$ cat src/rtl/num_segment_formatter.sv
// Calculator result to seven-segment frame formatter.
// Scans the BCD significand, then builds one display position per cycle.
package calc_pkg;
  localparam int NumDigits = 8;
  localparam int ExpW = 4;

  typedef struct packed {
    logic                      sign;
    logic                      error;
    logic [ExpW-1:0]           exponent;
    logic [NumDigits-1:0][3:0] digits;
  } num_t;
endpackage

module num_segment_formatter
  import calc_pkg::*;
#(
  parameter int NumDigits = calc_pkg::NumDigits
) (
  input  logic                      clk_i,
  input  logic                      rst_i,
  input  num_t                      num_i,
  input  logic                      valid_i,
  output logic                      ready_o,
  output logic [NumDigits-1:0][7:0] segments_o,
  output logic                      valid_o,
  input  logic                      ready_i
);

  localparam int IW = (NumDigits > 1) ? $clog2(NumDigits) : 1;
  localparam int TW = $clog2(NumDigits + 1);

  typedef enum logic [1:0] {
    S_IDLE,
    S_SCAN,
    S_BUILD,
    S_DONE
  } state_t;

  state_t                    r_state;
  state_t                    w_next;
  num_t                      r_num;
  logic [IW-1:0]             r_idx;
  logic [TW-1:0]             r_t;
  logic                      r_hit;
  logic                      r_bad;
  logic                      r_valid;
  logic [NumDigits-1:0][7:0] r_frame;
  logic [NumDigits-1:0][7:0] r_seg;

  logic                      w_last;
  logic [3:0]                w_dig;
  logic [7:0]                w_pos_seg;
  logic                      w_err;
  int                        w_exp;
  int                        w_cap;
  int                        w_s;
  int                        w_n;
  int                        w_p;
  int                        w_src;

  function automatic logic [7:0] enc(input logic [3:0] d);
    logic [7:0] s;
    case (d)
      4'd0:    s = 8'h7E;
      4'd1:    s = 8'h30;
      4'd2:    s = 8'h6D;
      4'd3:    s = 8'h79;
      4'd4:    s = 8'h33;
      4'd5:    s = 8'h5B;
      4'd6:    s = 8'h5F;
      4'd7:    s = 8'h70;
      4'd8:    s = 8'h7F;
      4'd9:    s = 8'h7B;
      default: s = 8'h00;
    endcase
    return s;
  endfunction

  assign w_last     = (r_idx == IW'(NumDigits - 1));
  assign w_dig      = r_num.digits[r_idx];
  assign ready_o    = (r_state == S_IDLE);
  assign valid_o    = r_valid;
  assign segments_o = r_seg;

  always_comb begin
    w_next = r_state;
    unique case (r_state)
      S_IDLE:  if (valid_i) w_next = S_SCAN;
      S_SCAN:  if (w_last) w_next = S_BUILD;
      S_BUILD: if (w_last) w_next = S_DONE;
      S_DONE:  if (r_valid && ready_i) w_next = S_IDLE;
      default: w_next = S_IDLE;
    endcase
  end

  // Shift s is the capped trailing-zero count; a negative full-width
  // number drops its lowest digit to make room for the minus sign.
  always_comb begin
    w_exp = int'(r_num.exponent);
    w_cap = NumDigits - 1 - w_exp;
    w_s   = (int'(r_t) < w_cap) ? int'(r_t) : w_cap;
    w_err = r_num.error || (w_exp >= NumDigits) || r_bad ||
            (r_num.sign && r_hit && (w_s == 0) &&
             (w_exp == NumDigits - 1));
    if (r_num.sign && (w_s == 0)) w_s = 1;
    w_n   = NumDigits - w_s;
    w_p   = int'(r_idx);
    w_src = w_p + w_s;
    w_pos_seg = 8'h00;
    if (w_err) begin
      if (w_p == NumDigits - 1) w_pos_seg = 8'h4F;
    end else if (!r_hit) begin
      if (w_p == 0) w_pos_seg = 8'hFE;
    end else if (w_p < w_n) begin
      w_pos_seg = enc(r_num.digits[IW'(w_src)]);
      if (w_p == w_cap - w_s) w_pos_seg[7] = 1'b1;
    end else if (r_num.sign && (w_p == w_n)) begin
      w_pos_seg = 8'h01;
    end
  end

  always_ff @(posedge clk_i or posedge rst_i) begin
    if (rst_i) begin
      r_state <= S_IDLE;
      r_num   <= '0;
      r_idx   <= '0;
      r_t     <= '0;
      r_hit   <= 1'b0;
      r_bad   <= 1'b0;
      r_valid <= 1'b0;
      r_frame <= '0;
      r_seg   <= '0;
    end else begin
      r_state <= w_next;
      unique case (r_state)
        S_IDLE: begin
          if (valid_i) begin
            r_num <= num_i;
            r_idx <= '0;
            r_t   <= '0;
            r_hit <= 1'b0;
            r_bad <= 1'b0;
          end
        end
        S_SCAN: begin
          if (w_dig > 4'd9) r_bad <= 1'b1;
          if (!r_hit) begin
            if (w_dig == 4'd0) r_t <= r_t + TW'(1);
            else r_hit <= 1'b1;
          end
          r_idx <= w_last ? '0 : r_idx + IW'(1);
        end
        S_BUILD: begin
          r_frame[r_idx] <= w_pos_seg;
          r_idx <= w_last ? '0 : r_idx + IW'(1);
        end
        S_DONE: begin
          if (!r_valid) begin
            r_seg   <= r_frame;
            r_valid <= 1'b1;
          end else if (ready_i) begin
            r_valid <= 1'b0;
          end
        end
        default: ;
      endcase
    end
  end

endmodule

$ cat config.mk
export PLATFORM = sky130hd
export DESIGN_NAME = num_segment_formatter
export DESIGN_NICKNAME = d
export VERILOG_FILES = /design/src/rtl/num_segment_formatter.sv
export SDC_FILE = /design/constraint.sdc
export NUM_CORES = 1
export LEC_CHECK = 0
export CORE_UTILIZATION = 34
export CTS_CLUSTER_DIAMETER = 120
export CTS_CLUSTER_SIZE = 14
export DETAILED_ROUTE_END_ITERATION = 16
export DONT_BUFFER_PORTS = 1
export SKIP_CTS_REPAIR_TIMING = 1
export SLEW_MARGIN = 20
export SYNTH_ARGS = -nofsm -noshare
export SYNTH_HDL_FRONTEND = slang
export SYNTH_SLANG_ARGS = --single-unit
$ cat constraint.sdc
create_clock -name clk_i -period 15.1 [get_ports clk_i]
set_input_delay 2.265 -clock clk_i [delete_from_list [all_inputs] [get_ports clk_i]]
set_output_delay 2.265 -clock clk_i [all_outputs]
set_load 0.02 [all_outputs]
Word-level counts from Yosys, hierarchy flattened:

Memory sizes are Yosys's and may differ from the RTL's.
Cells that the tools add are included.

* register bits after elaboration: 178
* ROM bits: 112
* input port bits: 42
* output and inout port bits: 66
* logic and storage cells: 124
* memories: 1

* add/sub/neg operators: 6
* order comparisons: 7
* equal/unequal tests: 15
* muxes and demuxes: 37
* bitwise operators: 1
* reductions and logical operators: 24

Memory list
* (name not given): depth 16, bits a word 7, rd ports 1, clocked after Yosys merged registers in 0, write ports 0, line 64 `case (d)`

Operators with widths (count)
* bitwise mux 64 bit: 1
* equality test 4 x 32 -> 1 bit: 2
* 2-to-1 mux 32 bit: 2
* 2-to-1 mux 8 bit: 5
* zero test 32 bit: 1
* < comparator 4 x 32 -> 1 bit: 1
* subtractor 5 x 32 -> 32 bit: 1
* subtractor 5 x 32 -> 32 bit (first input constant): 1
* binary-select mux 4 bit (select 3 bit): 2
* demux 8 bit (select 3 bit): 1
* 2-to-1 mux 4 bit: 6
* inequality test 2 bit (second input constant): 7
* 2-to-1 mux 1 bit: 8
* 2-to-1 mux 2 bit: 4
* one-hot mux 2 bit (4 select lines): 1
* one-hot mux 4 bit (2 select lines): 1
* AND reduction 2 bit: 4
* AND reduction 4 bit: 2
* logical AND 1 bit: 7
* 2-to-1 mux 7 bit: 1
* 2-to-1 mux 3 bit: 2
* one-hot mux 3 bit (2 select lines): 1
* < comparator 3 x 5 -> 1 bit (second input constant): 1
* < comparator 5 bit: 1
* other kinds (22): 27

Longest topological paths before layout:

An unclocked memory read counts as a cell.

* depth in word-level cells: 15
* depth in mapped cells: 24
* depth with buffers taken out: 23

Worst setup path before layout:

No wires, ideal clock.

* kind: reg-to-reg
* from: register r_num[35] (netlist bit)
* to: register r_frame[11] (netlist bit)
* library setup time: 149 ps
* arrival time: 4742 ps
* required time: 14951 ps
* setup slack: 10209 ps
* cell stages (with the launch flop): 16
* path buffers: 1
* period minus slack after synthesis: 4891 ps
* cells stage by stage: dfrtp_1 > inv_1 > o31ai_1 > ha_1 > mux2i_1 > o211ai_1 > nand2_1 > ha_1 > fa_1 > clkbuf_1 > mux4_2 > mux2i_1 > ha_1 > a21boi_0 > nor3_1 > o31ai_1

* longest elaborated chain between the ends: 15
* elaborated cells on any way between the ends: 24
* those cells by class: 3 x add/sub; 3 x order compare; 1 x eq/ne; 9 x mux; 7 x reduce/logical; 1 x memory

Ends and longest elaborated chain
* start: declaration: line 42 `num_t r_num;`
* start signal: assignment: line 139 `r_num <= num_i;`
* parallel branches: the longest is 13 deep, another holds subtractor 5 x 32 -> 32 bit
* 2-to-1 mux 8 bit *: line 111 `if (w_err) begin`
* bitwise mux 64 bit *: line 155 `r_frame[r_idx] <= w_pos_seg;`
* end signal: indexed assignment: line 155
* end: declaration: line 48 `logic [NumDigits-1:0][7:0] r_frame;`

Every way passes the cells marked *. The select of a mux whose other input is x is not followed.
A chain may end at the register's enable or synchronous reset.

Worst setup path in the final report:

* from: register r_num[35] (netlist bit)
* to: register r_frame[43] (netlist bit)

Same word-level chain as after synthesis.

==> flow_metrics.env <==
export IMPL_outcome="complete, no violations"
export IMPL_maxCapViolations=0
export IMPL_hold_path_class="reg -> reg"
export IMPL_ys_flop_type="dfrtp_1"
export IMPL_cts_htree_levels=4
export IMPL_wl_mm=19.84
export IMPL_synth_top_area_share_pct=50.08
export IMPL_r2r_start="r_num[35]$_DFFE_PP0P_"
export IMPL_met2_usage_pct=23.50
export IMPL_antenna_found_initial=3
export IMPL_synth_edff_count=0
export IMPL_wl_per_cell_um=18.40
export IMPL_grt_pass1_wl_mm=31.90
export IMPL_rsz0062_at_grt="false"
export IMPL_fin_nets=828
export IMPL_grt_pass1_vias=5616
export IMPL_gp_congestion=0.8538
export IMPL_cp_start_kind="register"
export IMPL_arrival_ps=6360
export IMPL_slowest_stage="nor3_1"
export IMPL_cts_tree="yes"
export IMPL_grt_util_all_layers_pct=15.58
export IMPL_syn_nets=838
export IMPL_grt_overflow_total=0
export IMPL_drc_errors=0
export IMPL_required_ps=15370
export IMPL_grt_util_met1_pct=21.65
export IMPL_hold_viol_final=0
export IMPL_start_util_pct=35.02
export IMPL_clock_latency_ps=440
export IMPL_register_area_sq_um=4454
export IMPL_crit_chain="inv_1, o31ai_1, ha_1, mux2i_1, o211ai_1, nand2_1, ha_1, fa_1, mux4_2, mux2i_1, ha_1, a21boi_0, nor3_1, o31ai_1"
export IMPL_fmax_ghz=0.1643
export IMPL_vias=5631
export IMPL_dieArea_sq_um=26810
export IMPL_grt_max_degree=110
export IMPL_gr_usage_met3_pct=5.227
export IMPL_multi_input_area_sq_um=4213
export IMPL_setup_viol=0
export IMPL_yosysMostFrequentCell="dfrtp_1"
export IMPL_final_setup_tns_ps=0
export IMPL_synthCells=745
export IMPL_fin_crit_sh_pct=40.32
export IMPL_die_h_um=163.7
export IMPL_cts_buffers=17
export IMPL_max_slew_margin_rel_pct=26.75
export IMPL_clk_pin_slew_worst_paths_ps=70
export IMPL_r2r_end="r_frame[43]$_DFFE_PP0P_"
export IMPL_drive_gt1_share_pct=22.86
export IMPL_worstHoldStart="r_frame[13]$_DFFE_PP0P_"
export IMPL_synthTopCellsByCount="178 x dfrtp_1, 107 x mux2_2, 94 x nand2_1"
export IMPL_syn_avg_cell_area_sq_um=11.94
export IMPL_via_per_inst=5.224
export IMPL_syn_cell_area_sq_um=8895
export IMPL_ys_seq_area_share_pct=50.08
export IMPL_fp_dieW_um=163.7
export IMPL_hpwl_mm=13.89
export IMPL_ys_ff_latch=178
export IMPL_portBuffers=0
export IMPL_top_usage_layer="met2"
export IMPL_fill_cells=2463
export IMPL_cp_slowest_stage_delay_ps=900
export IMPL_drt_iter0_markers=351
export IMPL_rrSetupSlack_ps=9010
export IMPL_critPathKind="reg -> reg"
export IMPL_core_area_sq_um=25400
export IMPL_synth_area_leaders="dfrtp_1 50%, mux2_2 14%, ha_1 4.9%"
export IMPL_rows=58
export IMPL_yosys_area_top_type="dfrtp_1"
export IMPL_crit_path_max_fanout=14
export IMPL_path_common_cell="ha_1"
export IMPL_synth_cell_types=63
export IMPL_whs_path_depth=2
export IMPL_io_pins=108
export IMPL_clock_path_buffers=2
export IMPL_reg2reg_depth=14
export IMPL_maxSlewViolCount=0
export IMPL_period_needed_ps=6088
export IMPL_ys_async_sr_fraction_pct=100.0
export IMPL_skew_ps=13.45
export IMPL_syn_to_final_growth_pct=10.52
export IMPL_path_buf_inv=1
export IMPL_cts_root_buf="clkbuf_16"
export IMPL_worstSetupEndpointType="register"
export IMPL_cp_top_family="adder cells"
export IMPL_ant_nets=0
export IMPL_worst_slew_pin_slew_ps=1090
export IMPL_cts_sinks=178
export IMPL_drtPass1Iterations=5
export IMPL_yosysWarnings=0
export IMPL_antenna_cells=0
export IMPL_min_to="r_frame[13]$_DFFE_PP0P_"
-- how the worst max path moves through the flow --
stage,from,endpoint,cells after the start
after floorplan,rst_i,r_bad$_DFFE_PP0P_,1
after detailed placement,r_num[35]$_DFFE_PP0P_,r_frame[35]$_DFFE_PP0P_,14
after CTS,r_num[35]$_DFFE_PP0P_,r_frame[35]$_DFFE_PP0P_,14
final,r_num[35]$_DFFE_PP0P_,r_frame[43]$_DFFE_PP0P_,14
after global routing,r_num[35]$_DFFE_PP0P_,r_frame[19]$_DFFE_PP0P_,14
after global placement,r_num[35]$_DFFE_PP0P_,r_frame[3]$_DFFE_PP0P_,14
-- cell families after synthesis --
| kind of cell | count (synthesis) | synth area share, % |
|---|---|---|
| AO/OA/AOI/OAI | 136 | 10.72 |
| AND/OR/NAND/NOR | 192 | 10.18 |
| adder cells (fa/ha/maj) | 51 | 8.524 |
| buffers and inverters | 57 | 2.687 |
| XOR/XNOR | 9 | 0.8861 |
| flip-flops | 178 | 50.08 |
| multiplexers | 122 | 16.92 |
-- routing by layer --
metal | routed length, um | part of all wire, %
met1 | 9290 | 47
met2 | 8941 | 45
met3 | 1458 | 7.4
met4 | 117 | 0.59
met5 | 27 | 0.14
-- tightest hold or removal path, cell delays in order, from the launching register on --
cell	delay, ps
dfrtp_1	340
nand2_1	50
o31ai_1	50
-- registers in the layout (all words and copies together) (netlist names) --
signal,cells
r_frame,64
r_idx,3
r_state,2
r_t,4
r_hit,1
r_bad,1
r_num,38
segments_o,64
valid_o,1
-- cell type report --
cell class	count	area share, %
multi-input combinational	510	42.85
inverter	23	0.9291
clock buffer	19	4.607
sequential	178	45.31
timing repair buffer	5	0.3818
clock inverter	13	1.718
tap	330	4.200
-- stage by stage --
stage / setup slack [ps] / instances / instance area (sq um) / hold WS, ps / util [%]
6_report: 9012 / 1078 / 9831 / 477.0 / 38.70
3_5_place_dp: 9023 / 1046 / 9209 / 460.2 / 36.26
4_1_cts: 9017 / 1078 / 9831 / 478.3 / 38.70
5_1_grt: 8418 / 1078 / 9831 / 497.6 / 38.70
2_1_floorplan: 8005 / 745 / 8895 / 437.6 / -
3_3_place_gp: 9166 / 1046 / 9205 / 454.2 / 36.24
-- cell usage in the layout, fill, tap and decap left out, types with 8 or more instances in the layout --
cell	Yosys	routed
mux4_2	12	12
inv_1	23	22
ha_1	35	35
nor2_1	21	21
fa_1	16	16
o41ai_1	8	8
mux2_2	107	107
dfrtp_1	178	178
nor3_1	11	11
o21ai_0	36	36
nand4_1	8	8
clkbuf_16	0	17
nand2b_1	9	9
a21oi_1	19	18
nand2_1	94	94
o31ai_1	33	33
nand3_1	15	15
nor2b_1	11	10
Power is not shown: default switching activity piles up to over one toggle a cycle in this logic, so the estimate is an artifact.
